File: src/rtl/reg_file_arb.sv
// reg_file_arb: two-requester round-robin arbiter in front of a single-port
// register file. One transaction in flight at a time: IDLE -> ISSUE -> WAIT -> RESP.
//
// Optional feature: define REG_FILE_ARB_TIMEOUT_EN to enable a WAIT-state timeout.
// After TIMEOUT_CYC cycles in WAIT without rf_ack the requester gets a response
// with m_rd_data = 0 and m_err = all ones.
//
// state | meaning
// IDLE  | no transaction, arbitrate on m_req
// ISSUE | rf_req high for one cycle with the captured fields
// WAIT  | waiting for rf_ack (or for the timeout, when enabled)
// RESP  | m_ack pulse to the winner, response data valid
module reg_file_arb #(
  parameter int ADDR_W      = 32,
  parameter int DATA_W      = 32,
  parameter int ERR_W       = 8,
  parameter int TIMEOUT_CYC = 16
) (
  input  logic                clk,
  input  logic                rst,
  input  logic [1:0]          m_req,
  input  logic [1:0]          m_wr,
  input  logic [2*ADDR_W-1:0] m_addr,
  input  logic [2*DATA_W-1:0] m_wr_data,
  output logic [1:0]          m_gnt,
  output logic [1:0]          m_ack,
  output logic [DATA_W-1:0]   m_rd_data,
  output logic [ERR_W-1:0]    m_err,
  output logic                rf_req,
  output logic                rf_wr,
  output logic [ADDR_W-1:0]   rf_addr,
  output logic [DATA_W-1:0]   rf_wr_data,
  input  logic [DATA_W-1:0]   rf_rd_data,
  input  logic                rf_ack,
  input  logic [ERR_W-1:0]    rf_err,
  output logic                busy
);

  typedef enum logic [1:0] {IDLE, ISSUE, WAIT, RESP} state_t;

  state_t state, state_nx;
  logic   rr_ptr;
  logic   winner;
  logic   win_nx;
  logic   timeout;

`ifdef REG_FILE_ARB_TIMEOUT_EN
  localparam int CNT_W = $clog2(TIMEOUT_CYC) + 1;
  logic [CNT_W-1:0] to_cnt;

  // Counts cycles spent in WAIT; zeroed during ISSUE so it starts at 0 on entry.
  always_ff @(posedge clk) begin
    if (rst) begin
      to_cnt <= '0;
    end else if (state == ISSUE) begin
      to_cnt <= '0;
    end else if (state == WAIT) begin
      to_cnt <= to_cnt + 1'b1;
    end
  end

  assign timeout = (state == WAIT) && (to_cnt == CNT_W'(TIMEOUT_CYC - 1));
`else
  assign timeout = 1'b0;
`endif

  // Winner selection: a lone requester wins, otherwise rr_ptr decides.
  always_comb begin
    win_nx = rr_ptr;
    if (m_req == 2'b01) win_nx = 1'b0;
    else if (m_req == 2'b10) win_nx = 1'b1;
  end

  // State register.
  always_ff @(posedge clk) begin
    if (rst) state <= IDLE;
    else     state <= state_nx;
  end

  // Next-state logic; rf_ack only matters in WAIT.
  always_comb begin
    state_nx = state;
    case (state)
      IDLE:    if (|m_req) state_nx = ISSUE;
      ISSUE:   state_nx = WAIT;
      WAIT:    if (rf_ack || timeout) state_nx = RESP;
      RESP:    state_nx = IDLE;
      default: state_nx = IDLE;
    endcase
  end

  // Datapath: capture request at grant, capture response leaving WAIT, advance rr_ptr after RESP.
  always_ff @(posedge clk) begin
    if (rst) begin
      rr_ptr     <= 1'b0;
      winner     <= 1'b0;
      m_gnt      <= 2'b00;
      rf_wr      <= 1'b0;
      rf_addr    <= '0;
      rf_wr_data <= '0;
      m_rd_data  <= '0;
      m_err      <= '0;
    end else begin
      m_gnt <= 2'b00;
      if (state == IDLE && |m_req) begin
        winner     <= win_nx;
        m_gnt      <= win_nx ? 2'b10 : 2'b01;
        rf_wr      <= m_wr[win_nx];
        rf_addr    <= win_nx ? m_addr[2*ADDR_W-1:ADDR_W] : m_addr[ADDR_W-1:0];
        rf_wr_data <= win_nx ? m_wr_data[2*DATA_W-1:DATA_W] : m_wr_data[DATA_W-1:0];
      end
      if (state == WAIT) begin
        if (rf_ack) begin
          m_rd_data <= rf_wr ? '0 : rf_rd_data;
          m_err     <= rf_err;
        end else if (timeout) begin
          m_rd_data <= '0;
          m_err     <= '1;
        end
      end
      if (state == RESP) rr_ptr <= ~winner;
    end
  end

  assign rf_req = (state == ISSUE);
  assign busy   = (state != IDLE);
  assign m_ack  = (state == RESP) ? (winner ? 2'b10 : 2'b01) : 2'b00;

endmodule

File: config.mk
export PLATFORM = sky130hd
export DESIGN_NAME = reg_file_arb
export DESIGN_NICKNAME = d
export VERILOG_FILES = /design/src/rtl/reg_file_arb.sv
export SDC_FILE = /design/constraint.sdc
export NUM_CORES = 1
export LEC_CHECK = 0
export CORE_ASPECT_RATIO = 0.6
export CORE_MARGIN = 2
export CORE_UTILIZATION = 40
export DETAILED_ROUTE_END_ITERATION = 10
export PLACE_DENSITY = 0.89
export SLEW_MARGIN = 5
export SYNTH_ARGS = -nofsm -noshare
export SYNTH_HDL_FRONTEND = slang
export SYNTH_SLANG_ARGS = --single-unit
File: constraint.sdc
create_clock -name clk -period 1.85 [get_ports clk]
set_clock_uncertainty 0.15 [all_clocks]
set_input_delay 0.37 -clock clk [delete_from_list [all_inputs] [get_ports clk]]
set_output_delay 0.37 -clock clk [all_outputs]
set_load 0.01 [all_outputs]
Word level (Yosys, flattened, before mapping)
Index checks and enable logic that the tools add are counted.
{ "word_totals": {"ff_bits": 111, "latchBits": 0, "ram_bits": 0, "rom_bits": 0, "in_bits": 175, "memories": 0} }
{ "classes": {"n_addsub": 0, "n_mul": 0, "div_mod_pow": 0, "n_lt_le_gt_ge": 1, "eq_ne": 7, "n_shift": 0, "muxes": 13, "bitwise": 2, "n_reduce_logical": 7} }
{ "ops": {"columns": ["op", "count"], "rows": [
  ["$mux 32", 3],
  ["$mux 2", 5],
  ["$pmux 2 s4", 1],
  ["$eq 2x2->1 const B", 3],
  ["$eq 2x1->1 const B", 2],
  ["$mux 1", 4],
  ["$reduce_and 2->1", 2],
  ["$reduce_or 2->1", 2],
  ["$logic_not 2->1", 1],
  ["$lt 1x2->1 const B", 1],
  ["$ne 2x1->1 const B", 1],
  ["$ne 2x2->1 const B", 1],
  ["$not 1->1", 2],
  ["$reduce_bool 2->1", 1],
  ["$logic_and 1x1->1", 1]
]} }

Logic depth before layout (Yosys ltp)
Gate-level depths: netlist of the first run.
{ "logic_depth": {"depth_word": 5, "depth_mapped": 7} }

Worst setup path after synthesis of the first run
OpenSTA, ideal clock, no wires.
{ "synth_path": {"path_type": "register to register", "startpoint": "register state[0]", "endpoint": "register rf_addr[13]", "setup_ns": 0.144, "arrival_time_ns": 1.400, "t_required_ns": 1.556, "path_slack_ns": 0.156, "path_stages_with_launch": 8, "path_buffers": 2, "period_less_slack_ns": 1.694, "path_cell_list": "dfxtp_1 inv_1 ha_1 inv_2 buf_6 buf_2 a2111oi_1 nor4_1"} }
{ "synth_via": {"elab_chain_cells": 2} }
{ "synth_lines": {"columns": ["element", "line_no", "source"], "rows": [
  ["start, declared", "41", "state_t state, state_nx;"],
  ["start signal, assigned", "77", "else state <= state_nx;"],
  ["$logic_not 2->1", "105", "if (state == IDLE && |m_req) begin"],
  ["$logic_and 1x1->1", "105", null],
  ["end signal, assigned", "109", "rf_addr <= win_nx ? m_addr[2*ADDR_W-1:ADDR_W] : m_addr[ADDR_W-1:0];"],
  ["end, declared", "31", "output logic [ADDR_W-1:0] rf_addr,"]
]} }
Every way passes these cells.
A chain may end at the register's enable or synchronous reset.

Worst setup path in the final report of the first run
{ "layout_path": {"startpoint": "register state[1]", "endpoint": "register rf_addr[1]"} }
Same word-level chain as after synthesis.

==> flow_metrics.env, run 1 <==
export IMPL_final_cell_area_um2=9220
export IMPL_ys_flop_type="dfxtp_1"
export IMPL_synthArstFlopShare=0
export IMPL_slew_headroom=0.544
export IMPL_clk_path_buf_depth=2
export IMPL_fin_cells=1052
export IMPL_yosys_area_top_type="dfxtp_1"
export IMPL_leakage_nw=2.91
export IMPL_setup_viol_count_final=1
export IMPL_num_rows=33
export IMPL_finalHoldViolations=0
export IMPL_worst_ir_drop_vdd_v=0.000846
export IMPL_syn_num_nets=790
export IMPL_ant_nets=0
export IMPL_clock_sinks=111
export IMPL_firstDrtPassIters=5
export IMPL_coreArea_um2=13700
export IMPL_wl_met1_um=8790
export IMPL_grt_pass1_vias=5963
export IMPL_top_layer="met4"
export IMPL_hold_class="flip-flop to flip-flop"
export IMPL_clk_latency_ps=330
export IMPL_failed_checks="negative setup slack"
export IMPL_yosysUniqueCellTypes=29
export IMPL_syn_area_um2=5620
export IMPL_drv_slew=0
export IMPL_avgViaCountPerCell=5.90
export IMPL_cts_tree="yes"
export IMPL_vias=6206
export IMPL_die_w_um=157
export IMPL_yosysSeqAreaShare=0.395
export IMPL_syn2layout_area_growth_pct=64.0
export IMPL_cts_hold_buffers_added=0
export IMPL_gp_congestion=0.786
export IMPL_place_area_um2=8660
export IMPL_tightest_slew_ps=667
export IMPL_wirelength_um=20600
export IMPL_antenna_found_initial=0
export IMPL_antenna_cells=0
export IMPL_clkTransAtPathRegs_ps=80
export IMPL_grt_max_degree=73
export IMPL_placed_cells=1035
export IMPL_crit_path_end_kind="flip-flop"
export IMPL_overflow=0
export IMPL_die_area_um2=15100
export IMPL_route_met3_wl_um=1650
export IMPL_synth_cells=611
export IMPL_synth_seq_cells=111
export IMPL_syn_area_per_cell_um2=9.20
export IMPL_yosysMostFrequentCell="dfxtp_1"
export IMPL_fin_ws_ps=-6.15
export IMPL_worstPathMaxFanout=65
export IMPL_cts_root_buf="clkbuf_16"
export IMPL_htree_levels=3
export IMPL_place_port_buffers=285
export IMPL_startpoint_type="flip-flop"
export IMPL_crit_required_ps=1900
export IMPL_synth_top_area_frac=0.395
export IMPL_rsz0062_at_grt="yes"
export IMPL_num_fill_cells=1068
export IMPL_cp_arrival_ps=1910
export IMPL_worst_r2r_setup_slack_ps=-6
export IMPL_cap_violations=0
export IMPL_track_usage=0.253
export IMPL_cts_buffers_inserted=9
export IMPL_wl_per_cell_um=19.6
export IMPL_pwr_density_cell_nw_per_um2=1190
export IMPL_drtIter0Drc=403
export IMPL_yosys_top_cells_count="dfxtp_1 (111), a2111oi_0 (97), nor2_1 (67), nand2_1 (50), nor4_1 (48)"
export IMPL_layout_min_cycle_time_ps=1860
export IMPL_place_ws_ps=-107
export IMPL_worstSetupPathType="flip-flop to flip-flop"
export IMPL_yosys_warnings=0
export IMPL_max_freq_mhz=539
export IMPL_drc=0
export IMPL_dr_wl_met2_um=9870
export IMPL_nets=1034
export IMPL_num_io_pins=286
export IMPL_drive_above_1_share=0.163
export IMPL_detailed_place_hpwl_um=14200
export IMPL_synth_edff_count=0
export IMPL_grt_pass1_wl_um=30600
export IMPL_yosys_top_cells_area="dfxtp_1 (40%), a2111oi_0 (15%), a2111oi_2 (7.7%)"
export IMPL_start_util=0.410
export IMPL_status="finished with violations"
export IMPL_fin_crit_sh=1.00
export IMPL_die_h_um=95.8
[cell families (layout without fill, tap and decap cells)]
logic type,after synthesis,count (layout),synth area share
simple gates,223,223,0.222
compound gates,178,178,0.282
flops,111,111,0.395
buf+inv,94,343,0.0897
fa+ha+maj,5,5,0.0107
[critical path: stages (launching register included)]
cell	delay [ps]
dfxtp_2	340
inv_1	80
ha_2	210
inv_4	60
buf_16	180
a2111oi_0	570
nor4_2	100
[power breakdown]
part | switching (mW) | total (mW) | internal [mW]
registers | 0.364 | 3.38 | 3.01
clock network | 0.969 | 1.93 | 0.956
logic | 3.01 | 5.65 | 2.64
[cells in the final DEF, fill, tap and decap left out, types with 6 or more instances in the layout]
| cell | synthesis | routed |
|---|---|---|
| nand2_1 | 50 | 50 |
| buf_12 | 0 | 13 |
| clkdlybuf4s50_1 | 0 | 278 |
| nor2_1 | 67 | 67 |
| a2111oi_0 | 97 | 62 |
| a21oi_1 | 41 | 41 |
| dfxtp_1 | 111 | 108 |
| nand3b_1 | 32 | 32 |
| buf_4 | 10 | 23 |
| clkbuf_16 | 0 | 9 |
| a2111oi_1 | 4 | 15 |
| a2111oi_2 | 29 | 47 |
| nor4_1 | 48 | 47 |
| a2111oi_4 | 0 | 6 |
| nor4_2 | 17 | 18 |
[through the flow]
| step | power (mW) | setup TNS (ps) | util | hold WS [ps] |
|---|---|---|---|---|
| after floorplan | 6.30 | 0 | - | 295 |
| after global placement | 8.57 | 0 | 0.632 | 288 |
| after detailed placement | 8.70 | -260 | 0.632 | 293 |
| after CTS | 10.7 | 0 | 0.656 | 305 |
| after global routing | 11.5 | -677 | 0.673 | 321 |
| final | 10.9 | -6.15 | 0.673 | 303 |
[worst paths after layout]
check,cells past startpoint,from,to
worst max-delay path,6,state[1],rf_addr[1]
worst min-delay path,2,m_rd_data[2],m_rd_data[2]
worst max register to register,6,state[1],rf_addr[1]
worst min register to register,2,m_rd_data[2],m_rd_data[2]
[metal layers]
layer / vias to the layer above / GRT usage
met5: - / 0
met4: 0 / 0.0523
met3: 30 / 0.0662
met2: 309 / 0.435
met1: 2979 / 0.325
li1: 2888 / -
[sequential cells by signal, indices dropped and copies added, names as in the netlist]
| name | flops |
|---|---|
| winner | 1 |
| state | 2 |
| m_gnt | 2 |
| rf_wr | 1 |
| rf_wr_data | 32 |
| rf_addr | 32 |
| rr_ptr | 1 |
| m_rd_data | 32 |
| m_err | 8 |
[cell type report]
type / instances / area [um^2] / area share
inverter: 6 / 25.0 / 0.00271
clock buffer: 10 / 229 / 0.0248
tap: 192 / 240 / 0.0261
multi-input combinational: 406 / 3150 / 0.342
sequential: 111 / 2230 / 0.242
clock inverter: 6 / 62.6 / 0.00679
timing repair buffer: 321 / 3280 / 0.356
[what timing repair did]
action,4_1_cts,5_1_grt
gates cloned,0,0
resized for setup,22,62
setup endpoints to repair,9,44
setup buffers,1,0
No activity file was read; power rests on OpenSTA's default activity.
==> inputs of run 2 (changes only) <==
CAP_MARGIN = 25   (was default)
==> results of run 2 <==
Same layout as run 1: the final DEF is identical, and so are final timing and power.
==> inputs of run 3 (changes only) <==
SLEW_MARGIN = default   (was 5)
==> results of run 3 <==
Same layout as run 1: the final DEF is identical, and so are final timing and power.
